**src/rtl/if_id_fetch_queue.sv**
```systemverilog
// if_id_fetch_queue: in-order IF->ID queue with flush/kill squash and NOP when empty
module if_id_fetch_queue #(
  parameter int XLEN = 32,
  parameter int ILEN = 32,
  parameter int DEPTH = 4,
  parameter logic [ILEN-1:0] NOP_INST = '0,
  parameter logic [XLEN-1:0] PC_INC = XLEN'(4)
) (
  input  logic                     clk,
  input  logic                     reset,
  input  logic                     if_valid,
  input  logic [ILEN-1:0]          if_inst,
  input  logic [XLEN-1:0]          if_pc,
  input  logic                     if_take,
  output logic                     if_ready,
  output logic                     id_valid,
  output logic [ILEN-1:0]          id_inst,
  output logic [XLEN-1:0]          id_pc,
  output logic                     id_take,
  input  logic                     id_ready,
  input  logic                     flush,
  input  logic                     id_kill,
  output logic [$clog2(DEPTH):0]   count
);
  localparam int AW = $clog2(DEPTH);
  localparam int CW = AW + 1;
  logic [ILEN-1:0] inst_mem [DEPTH];
  logic [XLEN-1:0] pc_mem [DEPTH];
  logic            take_mem [DEPTH];
  logic [AW-1:0]   wr_ptr, rd_ptr;
  logic            push, pop;
  always_comb begin
    if_ready = count != CW'(DEPTH);
    id_valid = count != '0;
    id_inst  = id_valid ? inst_mem[rd_ptr] : NOP_INST;
    id_pc    = id_valid ? pc_mem[rd_ptr] : '0;
    id_take  = id_valid ? take_mem[rd_ptr] : 1'b0;
    push     = if_valid & if_ready & ~flush & ~id_kill;
    pop      = id_valid & id_ready & ~flush;
  end
  always_ff @(posedge clk) begin
    if (push) begin
      inst_mem[wr_ptr] <= if_inst;
      pc_mem[wr_ptr]   <= if_pc + PC_INC;
      take_mem[wr_ptr] <= if_take;
    end
  end
  always_ff @(posedge clk) begin
    if (reset) begin
      wr_ptr <= '0;
      rd_ptr <= '0;
      count  <= '0;
    end else if (flush) begin
      wr_ptr <= rd_ptr;
      count  <= '0;
    end else if (id_kill) begin
      if (pop) begin
        rd_ptr <= rd_ptr + AW'(1);
        wr_ptr <= rd_ptr + AW'(1);
        count  <= '0;
      end else if (count != '0) begin
        wr_ptr <= rd_ptr + AW'(1);
        count  <= CW'(1);
      end
    end else begin
      if (push) wr_ptr <= wr_ptr + AW'(1);
      if (pop) rd_ptr <= rd_ptr + AW'(1);
      count <= count + CW'(push) - CW'(pop);
    end
  end
endmodule

```
**config.mk**
```make
export PLATFORM = sky130hd
export DESIGN_NAME = if_id_fetch_queue
export DESIGN_NICKNAME = d
export VERILOG_FILES = /design/src/rtl/if_id_fetch_queue.sv
export SDC_FILE = /design/constraint.sdc
export NUM_CORES = 1
export LEC_CHECK = 0
export BUFFER_PORTS_ARGS = -buffer_cell sky130_fd_sc_hd__buf_2
export CAP_MARGIN = 20
export CORE_ASPECT_RATIO = 0.8
export CORE_MARGIN = 3
export CORE_UTILIZATION = 33
export DETAILED_ROUTE_END_ITERATION = 10
export PLACE_DENSITY = 0.58
export SLEW_MARGIN = 20
export SYNTH_ARGS = -nofsm -noshare
export SYNTH_HDL_FRONTEND = slang
export SYNTH_SLANG_ARGS = --single-unit
```
**constraint.sdc**
```tcl
create_clock -name clk -period 2.8 [get_ports clk]
set_input_delay 0.14 -clock clk [delete_from_list [all_inputs] [get_ports clk]]
set_output_delay 0.14 -clock clk [all_outputs]
set_load 0.02 [all_outputs]
```
==> impl_metrics.py <==
metrics = {
    "status": {
        "outcome": "completed",
    },
    "power_and_ir_drop": {
        "pwr-share-clk_pct": 41.0,
        "leakage_uw": 0.00474,
        "switchingPower_uw": 1680,
        "p_int_uw": 6490,
        "seq_power_share_pct": 54.8,
        "p_comb_share_pct": 4.2,
        "swShare_pct": 20.6,
        "pwr_density_cell_nw_per_um2": 596,
        "peakVddDrop_mv": 0.404,
    },
    "placed_design": {
        "gp_congestion": 0.732,
        "detailed_place_hpwl_um": 13800,
        "portBuffers": 140,
    },
    "clock_tree": {
        "clockBufferDepth": 3,
        "cts_tree": "built",
        "insertion_delay_ps": 540,
        "postCtsSetupRepairBufs": 0,
        "cts-resized-gates": 0,
        "clock_sinks": 269,
        "clk_pin_slew_ps": 60,
        "htree_levels": 1,
        "clockRootBuffer": "clkbuf_16",
        "numCtsBuffers": 28,
    },
    "critical_path": {
        "cp.required_ps": 3250,
        "r2r_start": "count[2]$_SDFFE_PP0P_",
        "ff2ff_setup_slack_ps": 270,
        "startpoint_type": "flop",
        "arrival_ps": 2980,
        "critical_path_class": "flop to flop",
        "r2r-end": "count[2]$_SDFFE_PP0P_",
        "path_cells": "or3_2, and3_1, ha_1, inv_1, ha_1, inv_1, fa_1, xor2_1, xnor2_1, nor4_1",
        "cp-end-kind": "flop",
        "critical-path-top-delay-family": "simple AND/OR/NAND/NOR gates",
        "cpMaxStageDelayCell": "or3_2",
        "path_buf_inv": 2,
        "reg2regPathDepth": 10,
        "path_max_fanout": 7,
        "max_stage_delay_ps": 510,
    },
    "worst_hold_path": {
        "hold_start": "if_pc[14]",
        "hp-class": "input port to flop",
        "holdPathStages": 2,
        "hold_path_end": "pc_mem[3][14]$_DFFE_PP_",
    },
    "route": {
        "route.vias.total": 5828,
        "wl_um": 23000,
        "post_drt_wl_per_cell_um": 18.8,
        "routed_via_density": 4.77,
        "first_iter_violations": 336,
        "drc": 0,
        "first_pass_iters": 5,
        "ant_nets": 0,
    },
    "global_routing": {
        "grt_max_degree": 69,
        "grt_pass1_wl_um": 35900,
        "antenna_found_initial": 0,
        "grtUsageTotal_pct": 13.0,
        "grt_pass1_vias": 6111,
        "grt_overflow": 0,
    },
    "floorplan": {
        "rows": 58,
        "die_area_um2": 35400,
        "ioPinCount": 141,
        "start_util_pct": 34.1,
        "fp.coreArea_um2": 32100,
        "die_h_um": 169,
        "dieWidth_um": 210,
    },
    "sta": {
        "fin_skew_ps": 4.56,
        "fin_tns_setup_ps": 0,
        "whs_ps": 26.3,
        "finalMaxSlewViolations": 0,
        "tightest_slew_ps": 753,
        "finalSetupViolCount": 0,
        "fmax_ghz": 0.395,
        "hold_viol_final": 0,
        "post-route-period-util_pct": 90.5,
        "rsz0062_at_grt": "false",
        "maxSlewHeadroom_pct": 49.8,
        "finalCriticalPeriod_ps": 2530,
    },
    "logic_synthesis": {
        "avgSynthCellArea_um2": 19.5,
        "syn_area_um2": 10900,
        "synth_cell_type_count": 34,
        "ys_seq_elements": 269,
        "yosysWarnings": 0,
        "synth_edf_count": 260,
        "synth.top_cell.area_share_pct": 71.4,
        "synth_commonest_cells": "260 x edfxtp_1, 70 x and2_1, 65 x mux4_2",
        "async_flop_share_pct": 0,
        "yosys.area.top_type": "edfxtp_1",
        "yosys.cell_count.top_type": "edfxtp_1",
        "synth_area_leaders": "edfxtp_1 71%, mux4_2 13%, and2_1 4.0%",
        "synth-seq-area-share_pct": 73.0,
        "synth_flop_cell": "edfxtp_1",
        "syn_inst": 561,
        "syn-num-nets": 640,
    },
    "final_layout": {
        "drive_gt1_share_pct": 34.4,
        "final_util_pct": 42.8,
        "nets": 860,
        "areaGrowthSynthToFinish_pct": 25.5,
        "diodes": 0,
    },
    "run": {
        "cap_violations": 0,
    },
}
how the worst max path moves through the flow:
stage                     startpoint  cells past startpoint               endpoint  slack [ps]
5_1_grt        count[1]$_SDFFE_PP0P_                     12  count[2]$_SDFFE_PP0P_         100
3_5_place_dp   count[2]$_SDFFE_PP0P_                     10  count[2]$_SDFFE_PP0P_         290
3_3_place_gp   count[2]$_SDFFE_PP0P_                     10  count[2]$_SDFFE_PP0P_         320
4_1_cts        count[1]$_SDFFE_PP0P_                      4               id_pc[1]         190
6_report       count[2]$_SDFFE_PP0P_                     10  count[2]$_SDFFE_PP0P_         270
2_1_floorplan  count[2]$_SDFFE_PP0P_                     12  count[2]$_SDFFE_PP0P_         220
per-layer routing:
layer / up-vias / track usage (%) / wire length, um
li1: 2676 / - / -
met3: 36 / 2.74 / 1200
met2: 134 / 20.3 / 10400
met1: 2982 / 18.9 / 10900
met4: 0 / 2.91 / 464
met5: - / 0 / 0
worst register-to-register path, cell delays in order, from the launching register on:
cell	delay, ps
dfxtp_1	370
or3_2	510
and3_1	220
ha_1	290
inv_1	50
ha_1	130
inv_1	50
fa_1	370
xor2_1	160
xnor2_1	140
nor4_1	160
logic make-up after synthesis:
logic type | Yosys count | synth area share [%]
buffers and inverters | 37 | 1.37
AOI/OAI and AO/OA | 11 | 0.709
xor gates and xnor gates | 33 | 2.64
adders and majority gates | 8 | 0.984
DFF | 269 | 73.0
muxes | 65 | 13.4
and+or+nand+nor | 138 | 7.90
state kept, by name, indices dropped and copies added (netlist names), named ones only:
name and cells:
pc_mem 128, inst_mem 128, wr_ptr 2, take_mem 4, count 3, rd_ptr 2
timing repair:
action / in CTS / in global routing
endpoints found under the setup margin: 0 / 0
endpoints found under the hold margin: 209 / 0
hold buffers: 54 / 0
final cells by class:
type | count | area (um^2)
sequential | 269 | 8000
clock inverter | 20 | 92.6
fill | 2851 | 18400
clock buffer | 31 | 733
timing repair buffer | 214 | 1520
tap | 420 | 526
inverter | 13 | 48.8
multi-input combinational | 255 | 2810
per-stage QoR:
| stage | instance area, um^2 | setup slack [ps] | total power [uW] | std cells |
|---|---|---|---|---|
| global placement | 12400 | 317 | 4850 | 1117 |
| floorplan | 10900 | 216 | 4700 | 561 |
| global route | 13700 | 99.7 | 8500 | 1222 |
| finish | 13700 | 267 | 8170 | 1222 |
| detailed placement | 12400 | 291 | 4850 | 1117 |
| CTS | 13700 | 187 | 8290 | 1222 |
cell usage in the layout, fill, tap and decap left out, types with 3 or more instances in the layout:
master / count
edfxtp_1: 260
dfxtp_1: 7
buf_2: 140
and2_4: 4
and2_1: 66
xor2_1: 6
and4_1: 3
and3_1: 4
buf_12: 10
nor3_1: 5
nand2_1: 8
nor4_4: 3
mux4_2: 65
ha_1: 7
nand3_1: 16
clkinv_2: 8
buf_4: 10
dlygate4sd3_1: 54
nor4b_1: 3
clkinv_1: 10
xnor2_1: 27
nor2_1: 12
nand4_1: 8
inv_1: 13
clkbuf_16: 29
power by group through the flow:
stage          registers, uW  logic (uW)  clock network [uW]
3_3_place_gp            4560         286                   0
4_1_cts                 4480         349                3460
6_report                4480         343                3350
2_1_floorplan           4560         138                   0
3_5_place_dp            4560         288                   0
5_1_grt                 4480         379                3650
(Power assumes the default switching activity.)
